## config.mk

```make
export PLATFORM = sky130hd
export DESIGN_NAME = mem_port_arbiter
export DESIGN_NICKNAME = d
export VERILOG_FILES = /design/src/rtl/mem_port_arbiter.sv
export SDC_FILE = /design/constraint.sdc
export NUM_CORES = 1
export LEC_CHECK = 0
export ABC_CLOCK_PERIOD_IN_PS = 2740
export CAP_MARGIN = 10
export CORE_AREA = 5 5 199 201
export CTS_CLUSTER_DIAMETER = 150
export DETAILED_ROUTE_END_ITERATION = 7
export DIE_AREA = 0 0 204 206
export SETUP_SLACK_MARGIN = 0.4
export SYNTH_ARGS = -nofsm -noshare
export SYNTH_HDL_FRONTEND = slang
export SYNTH_SLANG_ARGS = --single-unit
```

## constraint.sdc

```tcl
create_clock -name clk -period 2.74 [get_ports clk]
set_clock_uncertainty 0.05 [all_clocks]
set_input_delay 0.411 -clock clk [delete_from_list [all_inputs] [get_ports clk]]
set_output_delay 0.411 -clock clk [all_outputs]
set_load 0.02 [all_outputs]
```

## src/rtl/mem_port_arbiter.sv

```systemverilog
// mem_port_arbiter: round-robin arbiter for the RAM read/write data port.
// Port 0 is the CPU load/store path and port 1 is the I/O buffer-transfer engine.
// Each access follows the same sequence: grant in IDLE, one RAM cycle in ACCESS,
// and a one-cycle acknowledge in RESP.
module mem_port_arbiter #(
  parameter int ADDR_W = 64,
  parameter int DATA_W = 64
) (
  input  logic              clk,
  input  logic              reset,
  input  logic [1:0]        req,
  input  logic [1:0]        we,
  input  logic [ADDR_W-1:0] addr0,
  input  logic [ADDR_W-1:0] addr1,
  input  logic [DATA_W-1:0] wdata0,
  input  logic [DATA_W-1:0] wdata1,
  output logic [1:0]        gnt,
  output logic [1:0]        ack,
  output logic [DATA_W-1:0] rdata,
  output logic              err,
  output logic [ADDR_W-1:0] mem_addr,
  output logic [DATA_W-1:0] mem_wdata,
  output logic              mem_we,
  input  logic [DATA_W-1:0] mem_rdata,
  input  logic              mem_err
);

  typedef enum logic [1:0] {S_IDLE, S_ACCESS, S_RESP} state_t;

  state_t            r_state;
  state_t            w_next;
  logic              r_last;
  logic              r_win;
  logic              r_we;
  logic [ADDR_W-1:0] r_addr;
  logic [DATA_W-1:0] r_wdata;
  logic [DATA_W-1:0] r_rd;
  logic              r_e;

  logic              w_win;
  logic              w_take;
  logic              w_misalign;

  // On a tie, the port that did not win last time gets the grant.
  // With a single request, the requesting port wins.
  assign w_win      = (req == 2'b11) ? ~r_last : req[1];
  // A grant is never issued while reset is high, so no capture can be lost.
  assign w_take     = (r_state == S_IDLE) && (req != 2'b00) && !reset;
  assign w_misalign = (r_addr[2:0] != 3'b000);

  // State register.
  always_ff @(posedge clk) begin
    if (reset) r_state <= S_IDLE;
    else       r_state <= w_next;
  end

  // Next-state logic: the access sequence is fixed at IDLE -> ACCESS -> RESP.
  always_comb begin
    w_next = r_state;
    case (r_state)
      S_IDLE:   if (w_take) w_next = S_ACCESS;
      S_ACCESS: w_next = S_RESP;
      S_RESP:   w_next = S_IDLE;
      default:  w_next = S_IDLE;
    endcase
  end

  // Output logic: every output is zero except in the state that owns it.
  always_comb begin
    gnt       = 2'b00;
    ack       = 2'b00;
    rdata     = '0;
    err       = 1'b0;
    mem_addr  = '0;
    mem_wdata = '0;
    mem_we    = 1'b0;
    case (r_state)
      S_IDLE:   if (w_take) gnt[w_win] = 1'b1;
      S_ACCESS: begin
        mem_addr  = r_addr;
        mem_wdata = r_wdata;
        // A misaligned store must never reach RAM.
        mem_we    = r_we & ~w_misalign;
      end
      S_RESP:   begin
        ack[r_win] = 1'b1;
        rdata      = r_rd;
        err        = r_e;
      end
      default: ;
    endcase
  end

  // Capture the winning request at grant time, and capture the RAM result in ACCESS.
  always_ff @(posedge clk) begin
    if (reset) begin
      r_last  <= 1'b1;
      r_win   <= 1'b0;
      r_we    <= 1'b0;
      r_addr  <= '0;
      r_wdata <= '0;
      r_rd    <= '0;
      r_e     <= 1'b0;
    end else begin
      if (w_take) begin
        r_win   <= w_win;
        r_last  <= w_win;
        r_we    <= w_win ? we[1] : we[0];
        r_addr  <= w_win ? addr1 : addr0;
        r_wdata <= w_win ? wdata1 : wdata0;
      end
      if (r_state == S_ACCESS) begin
        r_rd <= r_we ? '0 : mem_rdata;
        r_e  <= mem_err | w_misalign;
      end
    end
  end

endmodule

```

==> flow_metrics.py <==
metrics = {
    "critical_path": {
        "maximum_fanout_count_along_the_critical_path": 19,
        "critical-path-max-stage-delay_ns": 0.38,
        "timing.critical_path.cells": "nor2b_4, buf_12, buf_16, and2_1, clkdlybuf4s15_1",
        "cp_slowest_cell": "sky130_fd_sc_hd__dfxtp_4",
        "startpoint_type": "register",
        "criticalPathCategory": "register to output pin",
        "arrival_time_worst_endpoint_ns": 1.83,
        "end_kind": "output pin",
        "data_required_time_of_the_worst_path_ns": 2.28,
    },
    "cells_and_area": {
        "proportion_of_layout_cells_with_a_drive_suffix_above_1": 0.143,
        "fin_nets": 1903,
        "antenna_cells_inserted": 0,
        "multiInputGateArea_mm2": 0.00473,
        "synthToLayoutAreaGrowth_pct": 64.0,
        "final_util": 0.402,
        "layout.filler_cells": 3871,
        "ff_latch_area_mm2": 0.00397,
    },
    "synthesis": {
        "synth_largest_area_cell": "sky130_fd_sc_hd__dfxtp_1",
        "synth_commonest_cells": "262 x sky130_fd_sc_hd__nand2_1, 198 x sky130_fd_sc_hd__dfxtp_1, 194 x sky130_fd_sc_hd__and2_1",
        "syn_nets": 1447,
        "count_of_state_elements_after_synthesis": 198,
        "synthesis.area_mm2": 0.00916,
        "synth-seq-area-share": 0.433,
        "synth-warning-count": 0,
        "synth_enable_flop_cells": 0,
        "netlist.area_leader.share": 0.433,
        "synthDistinctLibCells": 25,
        "synth_area_leaders": "sky130_fd_sc_hd__dfxtp_1 43%, sky130_fd_sc_hd__and2_1 13%, sky130_fd_sc_hd__a311oi_1 12%, sky130_fd_sc_hd__nand2_1 11%, sky130_fd_sc_hd__a21oi_1 7.2%",
        "postSynthAreaPerCell_um2": 8.18,
        "async_reset_ff_frac": 0,
        "synth_top_flop_cell": "sky130_fd_sc_hd__dfxtp_1",
        "yosysMostFrequentCell": "sky130_fd_sc_hd__nand2_1",
        "synth_cells": 1120,
    },
    "timing": {
        "final_critical_delay_including_setup_and_external_delays_ns": 2.29,
        "max_slew_margin": 0.422,
        "setup_total_negative_slack_ns": 0,
        "timing_hold_violations_final": 0,
        "timing.final.max_slew_violations": 0,
        "final_min_period_over_clock_period": 0.836,
        "final-setup-viol-count": 0,
        "maximum_clock_frequency_mhz": 436,
        "rsz0062_at_grt": "true",
        "worstMarginPinSlew_ns": 0.866,
    },
    "route": {
        "routed_wire_length_per_instance_um": 19.8,
        "drt-total-wl_um": 41500,
        "detail_route.first_pass.iterations": 5,
        "vias": 10100,
        "viasPerCell": 4.83,
        "drt_iter0_markers": 462,
        "drt_drc_violations_left": 0,
        "antenna_left": 0,
    },
    "clock_tree": {
        "tritoncts.num_buffers": 17,
        "path_clk_slew_ns": 0.08,
        "cts_hold_repair.buffers": 0,
        "cts_max_path_buffers": 2,
        "clock_tree.root_cell": "sky130_fd_sc_hd__clkbuf_16",
        "worstSkewPairLatency_ns": 0.44,
        "clock_tree.htree_level_count": 4,
        "tritoncts": "built",
        "tritoncts_num_sinks": 198,
    },
    "power_and_ir_drop": {
        "power.leakage_nw": 6.18,
        "power.internal_mw": 5.37,
        "max-vdd-ir-drop_uv": 434,
        "seqPwrFrac": 0.428,
        "p_sw_frac": 0.292,
        "power.net_switching_mw": 2.22,
        "p_clk_frac": 0.344,
        "pwr_density_cell_mw_per_mm2": 505,
        "power.share.combinational": 0.228,
    },
    "hold_path": {
        "min_path_type": "input port to register",
    },
    "floorplan": {
        "fp.dieH_um": 206,
        "row_count": 71,
        "die-width_um": 204,
        "fp.dieArea_mm2": 0.0420,
        "fp.coreArea_mm2": 0.0374,
        "start_util": 0.245,
        "ios": 525,
    },
    "flow_run": {
        "drv.max_cap_violation_count": 0,
    },
    "grt": {
        "grt_remaining_overflow": 0,
        "grt_pass1_vias": 10200,
        "grt_max_degree": 138,
        "total_global_route_track_usage": 0.184,
        "grt_pass1_wl_um": 61000,
        "grt_antenna_before_repair": 0,
    },
    "placed_design": {
        "gp_congestion": 0.828,
        "port_buffers": 524,
        "hpwlAfterDp_um": 27800,
    },
    "run_status": {
        "outcome": "finished clean",
    },
}
[routing by layer]
metal  up-vias  global-route usage  part of all wire
met5         -                   0                 0
met4         0              0.0500             0.023
met3        43              0.0722             0.094
met2       428               0.308              0.48
met1      4822               0.221              0.40
li1       4854                   -                 -
[cells in the final DEF, fill, tap and decap left out, types with 3 or more instances in the layout]
cell,count
sky130_fd_sc_hd__buf_2,60
sky130_fd_sc_hd__a21oi_1,132
sky130_fd_sc_hd__and2_1,194
sky130_fd_sc_hd__clkdlybuf4s15_2,14
sky130_fd_sc_hd__clkbuf_16,19
sky130_fd_sc_hd__a22o_1,63
sky130_fd_sc_hd__inv_8,3
sky130_fd_sc_hd__clkdlybuf4s15_1,17
sky130_fd_sc_hd__dlygate4sd2_1,30
sky130_fd_sc_hd__nand2_1,262
sky130_fd_sc_hd__clkinvlp_4,4
sky130_fd_sc_hd__dfxtp_1,196
sky130_fd_sc_hd__a311oi_1,129
sky130_fd_sc_hd__clkdlybuf4s50_1,325
sky130_fd_sc_hd__clkbuf_2,74
sky130_fd_sc_hd__buf_16,4
sky130_fd_sc_hd__nor2_1,3
sky130_fd_sc_hd__buf_12,14
sky130_fd_sc_hd__buf_4,14
[final timing paths]
path	start	endpoint	slack [ns]	depth (start not counted)
worst max register to register	r_state[0]	r_wdata[62]	0.62	6
worst min-delay path	reset	r_win	0.33	4
worst max-delay path	r_state[0]	mem_addr[62]	0.45	5
worst min register to register	r_e	r_e	0.41	2
[metrics by stage]
stage	std cells	total power [mW]	setup WS [ns]	cell area [um2]	hold slack (ns)
global route	2100	7.98	0.349	15000	0.310
finish	2100	7.59	0.448	15000	0.331
global placement	2057	5.03	0.252	14900	0.386
detailed placement	2057	5.05	0.235	14900	0.402
floorplan	1120	4.11	0.688	9160	0.377
CTS	2096	7.72	0.320	15700	0.291
[area by class of cell]
| type | instances | area share |
|---|---|---|
| Clock inverter | 15 | 0.0112 |
| Timing Repair Buffer | 557 | 0.339 |
| Sequential cell | 198 | 0.264 |
| Inverter | 2 | 0.000666 |
| Multi-Input combinational cell | 800 | 0.314 |
| Tap cell | 511 | 0.0425 |
| Clock buffer | 17 | 0.0283 |
[critical path, delay by kind of cell, from the launching register on]
family	cells	cell delay [ns]
buffers and inverters	3	0.63
DFF	1	0.38
and+or+nand+nor	2	0.36
[kinds of logic (layout without fill, tap and decap cells)]
logic type	after synthesis	after routing	synth area share
buffers and inverters	122	591	0.0573
flip-flops	198	198	0.433
AND/OR/NAND/NOR	471	471	0.250
AO/OA/AOI/OAI	329	329	0.260
[repair_timing]
action | CTS | global route
cloned | 3 | 2
pin swaps | 1 | 0
endpoints found under the setup margin | 198 | 166
resized for setup | 421 | 183
setup buffers | 4 | 2
[power groups by stage]
stage	clock network (mW)	registers [mW]	logic (mW)
2_1_floorplan	0	3.27	0.847
3_3_place_gp	0	3.30	1.73
3_5_place_dp	0	3.31	1.74
4_1_cts	2.72	3.24	1.76
5_1_grt	2.82	3.27	1.88
6_report	2.61	3.25	1.73
[sequential cells by signal, indices dropped and copies added, names as in the netlist]
name and flops:
r_last 1, r_state 2, r_rd 64, r_we 1, r_addr 64, r_win 1
r_e 1, r_wdata 64
(Power assumes the default switching activity.)
